<file path="config.mk">
export PLATFORM = sky130hd
export DESIGN_NAME = unified_mem_arbiter
export DESIGN_NICKNAME = d
export VERILOG_FILES = /design/src/rtl/mem_arb_pkg.sv /design/src/rtl/mem_arb_pick.sv /design/src/rtl/unified_mem_arbiter.sv
export SDC_FILE = /design/constraint.sdc
export NUM_CORES = 1
export LEC_CHECK = 0
export CAP_MARGIN = 30
export CORE_UTILIZATION = 25
export DETAILED_ROUTE_END_ITERATION = 8
export MAX_ROUTING_LAYER = met4
export PLACE_DENSITY_LB_ADDON = 0.2
export SYNTH_ARGS = -nofsm -noshare
export SYNTH_HDL_FRONTEND = slang
export SYNTH_SLANG_ARGS = --single-unit
</file>
<file path="constraint.sdc">
create_clock -name clk -period 4.8 [get_ports clk]
set_clock_uncertainty 0.2 [all_clocks]
set_input_delay 0.96 -clock clk [delete_from_list [all_inputs] [get_ports clk]]
set_output_delay 0.96 -clock clk [all_outputs]
set_load 0.02 [all_outputs]
</file>
<file path="src/rtl/mem_arb_pkg.sv">
// Shared types for the unified memory arbiter: FSM state encoding and port ids.
package mem_arb_pkg;

  typedef enum logic [1:0] {
    IDLE   = 2'd0,
    ACCESS = 2'd1,
    WAIT   = 2'd2,
    RESP   = 2'd3
  } arb_state_e;

  localparam logic PORT_CPU = 1'b0;
  localparam logic PORT_DMA = 1'b1;

endpackage

</file>
<file path="src/rtl/mem_arb_pick.sv">
// Winner selection between core and DMA, with a saturating starvation counter
// that forces a DMA win after STARVE_LIM lost contested arbitrations.
module mem_arb_pick
  import mem_arb_pkg::*;
#(
  parameter int STARVE_LIM = 4
) (
  input  logic clk,
  input  logic reset,
  input  logic cpu_req,
  input  logic dma_req,
  input  logic arb,
  output logic winner
);

  localparam int CNT_W = (STARVE_LIM > 0) ? $clog2(STARVE_LIM + 1) : 1;
  localparam logic [CNT_W-1:0] LIM = CNT_W'(STARVE_LIM);

  logic [CNT_W-1:0] starve_cnt_q, starve_cnt_d;
  logic             dma_due;

  always_comb begin
    dma_due = (STARVE_LIM != 0) && (starve_cnt_q == LIM);
    winner  = PORT_CPU;
    if (dma_req && (!cpu_req || dma_due)) winner = PORT_DMA;

    // Only a contested loss counts; an idle DMA leaves the count untouched.
    starve_cnt_d = starve_cnt_q;
    if (arb && dma_req) begin
      if (winner == PORT_DMA) starve_cnt_d = '0;
      else if (starve_cnt_q != LIM) starve_cnt_d = starve_cnt_q + CNT_W'(1);
    end
  end

  always_ff @(posedge clk or negedge reset) begin
    if (!reset) starve_cnt_q <= '0;
    else        starve_cnt_q <= starve_cnt_d;
  end

endmodule

</file>
<file path="src/rtl/unified_mem_arbiter.sv">
// Sequences core (C) and DMA (D) accesses onto one unified memory:
// IDLE arbitrates, ACCESS issues one mem_en cycle, WAIT covers read latency, RESP pulses ready.
module unified_mem_arbiter
  import mem_arb_pkg::*;
#(
  parameter int ADDR_W     = 32,
  parameter int DATA_W     = 32,
  parameter int MEM_LAT    = 1,
  parameter int STARVE_LIM = 4
) (
  input  logic              clk,
  input  logic              reset,
  input  logic              cpu_req,
  input  logic              cpu_we,
  input  logic [ADDR_W-1:0] cpu_addr,
  input  logic [DATA_W-1:0] cpu_wdata,
  output logic              cpu_ready,
  output logic [DATA_W-1:0] cpu_rdata,
  input  logic              dma_req,
  input  logic              dma_we,
  input  logic [ADDR_W-1:0] dma_addr,
  input  logic [DATA_W-1:0] dma_wdata,
  output logic              dma_ready,
  output logic [DATA_W-1:0] dma_rdata,
  output logic              mem_en,
  output logic              mem_we,
  output logic [ADDR_W-1:0] mem_addr,
  output logic [DATA_W-1:0] mem_wdata,
  input  logic [DATA_W-1:0] mem_rdata,
  output logic              gnt_dma
);

  // Handshake: a requester raises req with we/addr/wdata and holds them until its
  // one-cycle ready pulse; rdata is valid in that cycle and held afterwards.
  localparam int LAT_W = (MEM_LAT > 1) ? $clog2(MEM_LAT) : 1;
  localparam logic [LAT_W-1:0] LAT_INIT = LAT_W'(MEM_LAT - 1);

  arb_state_e        state_q, state_d;
  logic              lat_id_q, lat_id_d;
  logic              lat_we_q, lat_we_d;
  logic [ADDR_W-1:0] lat_addr_q, lat_addr_d;
  logic [DATA_W-1:0] lat_wdata_q, lat_wdata_d;
  logic [LAT_W-1:0]  lat_cnt_q, lat_cnt_d;
  logic [DATA_W-1:0] cpu_rdata_q, cpu_rdata_d, dma_rdata_q, dma_rdata_d;
  logic              mem_en_q, mem_en_d, mem_we_q, mem_we_d;
  logic [ADDR_W-1:0] mem_addr_q, mem_addr_d;
  logic [DATA_W-1:0] mem_wdata_q, mem_wdata_d;
  logic              cpu_ready_q, cpu_ready_d, dma_ready_q, dma_ready_d;
  logic              gnt_dma_q, gnt_dma_d;
  logic              winner;

  mem_arb_pick #(.STARVE_LIM(STARVE_LIM)) u_pick (
    .clk    (clk),
    .reset  (reset),
    .cpu_req(cpu_req),
    .dma_req(dma_req),
    .arb    (state_q == IDLE),
    .winner (winner)
  );

  always_comb begin
    state_d     = state_q;
    lat_id_d    = lat_id_q;
    lat_we_d    = lat_we_q;
    lat_addr_d  = lat_addr_q;
    lat_wdata_d = lat_wdata_q;
    lat_cnt_d   = lat_cnt_q;
    cpu_rdata_d = cpu_rdata_q;
    dma_rdata_d = dma_rdata_q;
    mem_en_d    = 1'b0;
    mem_we_d    = 1'b0;
    mem_addr_d  = '0;
    mem_wdata_d = '0;
    cpu_ready_d = 1'b0;
    dma_ready_d = 1'b0;
    gnt_dma_d   = gnt_dma_q;
    case (state_q)
      IDLE: begin
        if (cpu_req || dma_req) begin
          lat_id_d = winner;
          if (winner == PORT_DMA) begin
            lat_we_d = dma_we; lat_addr_d = dma_addr; lat_wdata_d = dma_wdata;
          end else begin
            lat_we_d = cpu_we; lat_addr_d = cpu_addr; lat_wdata_d = cpu_wdata;
          end
          mem_en_d    = 1'b1;
          mem_we_d    = lat_we_d;
          mem_addr_d  = lat_addr_d;
          mem_wdata_d = lat_wdata_d;
          gnt_dma_d   = (winner == PORT_DMA);
          state_d     = ACCESS;
        end
      end
      ACCESS: begin
        if (lat_we_q) begin
          state_d     = RESP;
          cpu_ready_d = (lat_id_q == PORT_CPU);
          dma_ready_d = (lat_id_q == PORT_DMA);
        end else begin
          state_d   = WAIT;
          lat_cnt_d = LAT_INIT;
        end
      end
      WAIT: begin
        // Last wait cycle is exactly MEM_LAT cycles after mem_en: data is valid now.
        if (lat_cnt_q == '0) begin
          if (lat_id_q == PORT_DMA) dma_rdata_d = mem_rdata;
          else                      cpu_rdata_d = mem_rdata;
          state_d     = RESP;
          cpu_ready_d = (lat_id_q == PORT_CPU);
          dma_ready_d = (lat_id_q == PORT_DMA);
        end else begin
          lat_cnt_d = lat_cnt_q - LAT_W'(1);
        end
      end
      RESP: begin
        state_d   = IDLE;
        gnt_dma_d = 1'b0;
      end
      default: state_d = IDLE;
    endcase
  end

  always_ff @(posedge clk or negedge reset) begin
    if (!reset) begin
      state_q     <= IDLE;
      lat_id_q    <= PORT_CPU;
      lat_we_q    <= 1'b0;
      lat_addr_q  <= '0;
      lat_wdata_q <= '0;
      lat_cnt_q   <= '0;
      cpu_rdata_q <= '0;
      dma_rdata_q <= '0;
      mem_en_q    <= 1'b0;
      mem_we_q    <= 1'b0;
      mem_addr_q  <= '0;
      mem_wdata_q <= '0;
      cpu_ready_q <= 1'b0;
      dma_ready_q <= 1'b0;
      gnt_dma_q   <= 1'b0;
    end else begin
      state_q     <= state_d;
      lat_id_q    <= lat_id_d;
      lat_we_q    <= lat_we_d;
      lat_addr_q  <= lat_addr_d;
      lat_wdata_q <= lat_wdata_d;
      lat_cnt_q   <= lat_cnt_d;
      cpu_rdata_q <= cpu_rdata_d;
      dma_rdata_q <= dma_rdata_d;
      mem_en_q    <= mem_en_d;
      mem_we_q    <= mem_we_d;
      mem_addr_q  <= mem_addr_d;
      mem_wdata_q <= mem_wdata_d;
      cpu_ready_q <= cpu_ready_d;
      dma_ready_q <= dma_ready_d;
      gnt_dma_q   <= gnt_dma_d;
    end
  end

  assign cpu_ready = cpu_ready_q;
  assign cpu_rdata = cpu_rdata_q;
  assign dma_ready = dma_ready_q;
  assign dma_rdata = dma_rdata_q;
  assign mem_en    = mem_en_q;
  assign mem_we    = mem_we_q;
  assign mem_addr  = mem_addr_q;
  assign mem_wdata = mem_wdata_q;
  assign gnt_dma   = gnt_dma_q;

endmodule
</file>
==> impl_results.md, run 1 <==
- Status: complete, no violations
- Global-route wire length before repair: 28.3 mm
- Compound-gate portion of the synthesized area: roughly 16%
- Max-capacitance violation count: 0
- Synth Area in Simple Gates: around 7.3%
- Initial antenna violation count: 0
- RSZ-0062 raised after global routing: false
- Die Wd: 157 um
- Critical path type: in -> reg
- Initial core utilization: around a quarter
- Number of nets in the layout: ~950
- Hold crit path type: reg -> reg
- Gr usage total: 15.5%
- Post-Synth Adder-Cell Area: under 10%
- Slowest stage delay, CP: around 0.54 ns
- Slowest-stage cell, CP: buf_4
- Clock period minus worst slack: 2.83 ns
- Critical Path RT: between 4 and 5 ns
- Synth Instances: between 400 and 500
- Number of synthesized flops with an enable pin: 0
- Diodes inserted: 0
- Top routing layer in use: met4
- Cell row count: 56
- Seq cells post-synth: 140
- Max-slew headroom: ~48%
- WL final: about 18 mm
- 1st-iter DRT viols: roughly 190
- VDD IR max: between 0.0002 and 0.00025 V
- FF+latch area: ~0.0035 mm^2
- Routed wl met2: around 9.3 mm
- Longest Clk Path Bufs: 2
- Part of the power in combinational logic: around 45%
- Worst setup endpoint: lat_we_q$_DFFE_PN0P_
- Sequential power share: 32.5%
- Routed wire per std cell: around 16 um
- Clk slew on worst S/H paths: ~0.060 ns
- Yosys top cell by area: dfrtp_1
- CP Max Fanout: 46
- Clock Sinks: between 100 and 150
- GP Congestion: between 0.7 and 0.8
- Synthesized Nets: 660
- Internal power: around 3600 uW
- Synth-to-layout area growth: 63.2%
- Core area: 0.0235 mm^2
- Synth top area share: about three fifths
- Post_cts resized: 0
- Routed Antenna Nets: 0
- IO Port Bufs: between 200 and 300
- Fmax: between 0.3 and 0.4 GHz
- Final hold violation count: 0
- H-tree depth: 4
- Die Span Y: about 160 um
- WL met1: roughly 7.1 mm
- Switch share: 35.3%
- Vias in the first global route: between 5000 and 6000
- Worst r2r path cells: 6
- Total power: ~5600 uW
- Ports: 299
- Worst-Skew Late Latency: 0.40 ns
- Hold slack: between 0.2 and 0.3 ns
- Leak: slightly below 0.004 uW
- Die ar.: 0.0247 mm^2
- Post-synthesis sequential area ratio: 58.2%
- Count of unique library cells instantiated by Yosys: 32
- Setup TNS: 0 ns
- Synth Cell Area: approximately 0.0060 mm^2
- CTS tree: built
- Setup violations, final: 0
- Post-CTS Hold Fix Bufs: 0
- Clk root buf: clkbuf_16
- Synth Warn #: 0
- Syn Area/Cell: between 10 and 15 um^2
- Detailed Place HPWL: between 10 and 15 mm
- Layout fillers: ~2300
- Metal3 WL: between 1.5 and 2 mm
- Commonest cells post-synth: dfrtp_1, mux2_2, nand3_1, o21ai_0, a21oi_1
- Largest family of logic cells by synthesized area: compound AO/OA/AOI/OAI gates
- Synth Area in XOR/XNOR: 0%
- Critical R2R Launch: u_pick.starve_cnt_q[0]$_DFFE_PN0P_
- Synth async-reset ratio: 100%
- Congestion Overflow GR: 0
- Multi-input gate area: between 0.002 and 0.0025 mm^2
- Num CTS Buffers: 17
- Setup crit end kind: flip-flop
- Pwr dens: approximately 570 mW/mm^2
- Pre-CTS WS: around 1.5 ns
- Fin. max-slew vios: 0
- Most frequent cell after synthesis: dfrtp_1
- Mux contribution to synthesized area: 12.2%
- DRC viols: 0
- Largest net degree at the start of global routing: 71
- Critical-path cell list: clkdlybuf4s50_1 -> a21bo_2 -> buf_4 -> nand3_1 -> a31oi_1
- Share of layout cells above drive strength 1: a little over a fifth
- Worst Setup SP: cpu_req
- Worst Setup Start Kind: input port
- Drt first pass iters: 4
- Final WS setup: 1.97 ns
- Flop-to-flop setup slack: 2.44 ns
- Final period util: 58.9%
- R2R Path End: lat_we_q$_DFFE_PN0P_
- Primary FF master, synth: dfrtp_1
- Post-DR vias/cell: about 4.5
- Sw power: ~2000 uW
- Clock power frac: roughly 23%
- Via Count: between 4000 and 5000
- Setup repair bufs after CTS: 0
- Arrival time of the worst setup path: roughly 3 ns
- Area contributors post-synth: dfrtp_1, mux2_2, nand3_1
- Slew @ Worst Pin: approximately 0.77 ns
## cell type report
class | instances | area share (%)
clock buffer | 18 | 4.47
clock inverter | 14 | 1.36
inverter | 7 | 0.267
multi-input combinational | 297 | 22.6
sequential | 140 | 35.7
tap | 319 | 4.06
timing repair buffer | 309 | 31.6
## cells in the final DEF (no fill, tap or decap), types with 5 or more instances in the layout
master	Yosys	routed
nor2_1	5	5
nand3_2	7	7
inv_6	0	5
o21ai_1	13	13
o21ai_0	38	38
a21oi_1	35	35
mux2_2	63	63
nand2_1	5	5
o21ai_2	21	20
clkbuf_16	0	17
dfrtp_1	140	140
nand3_1	60	60
buf_4	7	8
ha_1	7	7
a21oi_2	30	30
inv_1	6	6
clkdlybuf4s50_1	0	296
## stage by stage
step                cells  utilization (%)  instance area (um^2)
global route         1104             41.7                  9830
finish               1104             41.7                  9830
floorplan             487                -                  6020
global placement     1070             39.1                  9210
detailed placement   1072             39.3                  9250
CTS                  1104             41.7                  9830
## cells by family after synthesis
logic type | Yosys count
buf+inv | 50
flops | 140
mux | 65
compound gates | 144
fa+ha+maj | 7
simple gates | 81
## routing by layer
metal / global-route usage (%) / vias to the layer above
li1: - / 2299
met3: 5.51 / 11
met5: - / -
met4: 4.39 / 0
met1: 17.2 / 2440
met2: 26.0 / 192
## power groups by stage
stage	sequential, uW	clock, uW	combinational [uW]
final	1810	1270	2500
after floorplan	2320	0	816
after CTS	1820	1310	2540
after global placement	1820	0	2460
after global routing	1860	1370	2670
after detailed placement	1840	0	2540
## registers in the layout, summed over array words and instances, names as in the netlist
signal / count
cpu_rdata: 32
dma_rdata: 32
mem_addr: 32
mem_wdata: 32
u_pick.starve_cnt_q: 3
state_q: 2
cpu_ready: 1
dma_ready: 1
gnt_dma: 1
lat_id_q: 1
lat_we_q: 1
mem_en: 1
mem_we: 1
## worst max-delay path: cells and delay by family
kind	cells	cell delay (ns)
AO/OA/AOI/OAI	2	0.72
buffers and inverters	2	1.06
AND/OR/NAND/NOR	1	0.17
## worst min path at each step
stage / startpoint / endpoint / slack [ns] / depth (start not counted)
after floorplan: lat_id_q$_DFFE_PN0P_ / cpu_ready$_DFF_PN0_ / 0.25 / 1
after detailed placement: cpu_rdata[5]$_DFFE_PN0P_ / cpu_rdata[5]$_DFFE_PN0P_ / 0.28 / 1
after CTS: cpu_rdata[5]$_DFFE_PN0P_ / cpu_rdata[5]$_DFFE_PN0P_ / 0.29 / 1
final: cpu_rdata[5]$_DFFE_PN0P_ / cpu_rdata[5]$_DFFE_PN0P_ / 0.29 / 1
after global routing: dma_rdata[12]$_DFFE_PN0N_ / dma_rdata[12]$_DFFE_PN0N_ / 0.32 / 1
after global placement: cpu_rdata[5]$_DFFE_PN0P_ / cpu_rdata[5]$_DFFE_PN0P_ / 0.28 / 1
Note: power is estimated with default switching activity, not from simulation.
==> run 2, diff against run 1 <==
clock period = 2.8 ns   (was 4.8 ns; I/O delays follow)
==> run 2 against run 1 <==
Net effect:
- design area up 0.56%
- count of clock-buffer cells in the layout down 1
- clock power up 82%
- first-iteration DRC count down 21%
- largest cell class unchanged
- critical path type is now reg -> out
- critical path depth down 4
- sequential power up 72%
- critical endpoint is now cpu_rdata[13]
- die area unchanged
- non-clock buffer count up 1
- routed wire length up 3.5%
==> impl_results.md, run 2 (synthesis results as in run 1) <==
- Crit path buf inv count: 1
- Ports: 299
- Cell row count: 56
- Total power: slightly below 10000 uW
- Leak: 0.00396 uW
- Fmax: approximately 0.46 GHz
- Layout fillers: around 2300
- VDD IR max: 0.000397 V
- CTS tree: built
- Slowest stage delay, CP: approximately 0.64 ns
- Setup crit end kind: output pin
- Final WS setup: 0.630 ns
- Setup violations, final: 0
- Clk root buf: clkbuf_16
- Die Wd: ~160 um
- Fin util: between 40% and 50%
- Longest Clk Path Bufs: 2
- Post_cts resized: 0
- 1st-iter DRT viols: 151
- Max-slew headroom: 53.3%
- Arrival time of the worst setup path: 1.41 ns
- Worst r2r path cells: 5
- Final period util: just under 80%
- DRC viols: 0
- H-tree depth: 4
- Hold path start: cpu_rdata[4]$_DFFE_PN0P_
- Slowest-stage cell, CP: clkdlybuf4s50_1
- Worst hold endpoint: cpu_rdata[4]$_DFFE_PN0P_
- Clk slew on worst S/H paths: about 0.060 ns
- Worst Setup Start Kind: flip-flop
- Via Count: roughly 5000
- Synth-to-layout area growth: 64.1%
- CP Max Fanout: 2
- Global-route wire length before repair: 28.4 mm
- Commonest non-fill, non-tap cell in the layout: clkdlybuf4s50_1
- Vias in the first global route: 5205
- Initial core utilization: between 20 and 30%
- Critical Path RT: around 2.0 ns
- Clock Sinks: 140
- Initial antenna violation count: 1
- Gr usage total: 15.7%
- IO Port Bufs: 298
- Clock period minus worst slack: around 2.2 ns
- Worst-Skew Late Latency: a little over 0.4 ns
- Congestion Overflow GR: 0
- Share of layout cells above drive strength 1: about 22%
- Die ar.: ~0.025 mm^2
- Pre-CTS WS: 0.359 ns
- Post-DR vias/cell: approximately 4.5
- Number of nets in the layout: between 900 and 1000
- Routed wire per std cell: 17.0 um
- Core area: around 0.024 mm^2
- Largest delay share family, worst path: buffers and inverters
- Status: complete, no violations
- Slew @ Worst Pin: approximately 0.70 ns
- Critical-path cell list: clkdlybuf4s50_1
- Max-capacitance violation count: 0
- Setup TNS: 0 ns
- Final hold violation count: 0
- Critical path type: reg -> out
- Largest net degree at the start of global routing: 65
- Most frequent cells in the layout: clkdlybuf4s50_1, dfrtp_1, mux2_2
- Fin. max-slew vios: 0
- Critical R2R Launch: state_q[0]$_DFFE_PN0P_
- Routed Antenna Nets: 0
- Critical path depth: 1
- Worst hold path depth: 1
- Hold crit path type: reg -> reg
- Detailed Place HPWL: about 13 mm
- R2R Path End: cpu_rdata[12]$_DFFE_PN0P_
- Pwr dens: 982 mW/mm^2
- GP Congestion: slightly below 0.8
- Drt first pass iters: 4
- Num CTS Buffers: 17
- Flop-to-flop setup slack: about 0.75 ns
- Die Span Y: 157 um
- RSZ-0062 raised after global routing: false
- WL final: 18.8 mm
run 2: cell types whose count changed in the layout (fill, tap and decap cells not counted), moves of 2 or more:
cell,change
clkinv_4,-3
inv_8,+3
buf_4,-2
buf_12,+3
run 2: final cells by class:
class / count / area, um^2 / area share, %
Antenna cell: 1 / 2.50 / 0.0253
Timing Repair Buffer: 310 / 3130 / 31.7
Inverter: 7 / 26.3 / 0.266
Multi-Input combinational cell: 297 / 2220 / 22.4
Clock buffer: 17 / 425 / 4.31
Clock inverter: 15 / 173 / 1.75
Sequential cell: 140 / 3500 / 35.5
Tap cell: 319 / 399 / 4.04
run 2: worst max path at each step:
stage                     slack (ns)                        to                       from
after floorplan                 1.05  cpu_rdata[0]$_DFFE_PN0P_     state_q[0]$_DFFE_PN0P_
after global placement          0.43    mem_wdata[4]$_DFF_PN0_                    dma_req
after detailed placement        0.36   mem_wdata[28]$_DFF_PN0_                    dma_req
after CTS                       0.59             cpu_rdata[13]  cpu_rdata[13]$_DFFE_PN0P_
after global routing            0.58             cpu_rdata[13]  cpu_rdata[13]$_DFFE_PN0P_
final                           0.63             cpu_rdata[13]  cpu_rdata[13]$_DFFE_PN0P_
run 2: timing repair:
action	in CTS	in global routing
hold buffers	1	0
hold endpoints to repair	18	0
setup buffers	0	0
run 2: report_power, final:
group	internal (uW)	switching [uW]	leakage [uW]
combinational	2150	2130	0.00189
sequential	2760	354	0.00177
clock	1350	965	0.000295
total	6250	3450	0.00396
run 2: metrics by stage:
step	cell area (um^2)	hold WS (ns)	cells
6_report	9880	0.297	1106
2_1_floorplan	6020	0.0644	487
4_1_cts	9880	0.308	1105
5_1_grt	9880	0.311	1106
3_5_place_dp	9270	0.224	1072
3_3_place_gp	9270	0.219	1072
run 2: per-layer routing:
layer / global-route usage [%] / wire, um / share of wire [%] / vias to the layer above
met3: 5.56 / 1540 / 8.2 / 17
met1: 17.2 / 7610 / 40 / 2478
li1: - / - / - / 2310
met5: - / 0 / 0 / -
met4: 4.76 / 236 / 1.3 / 0
met2: 26.5 / 9430 / 50 / 191
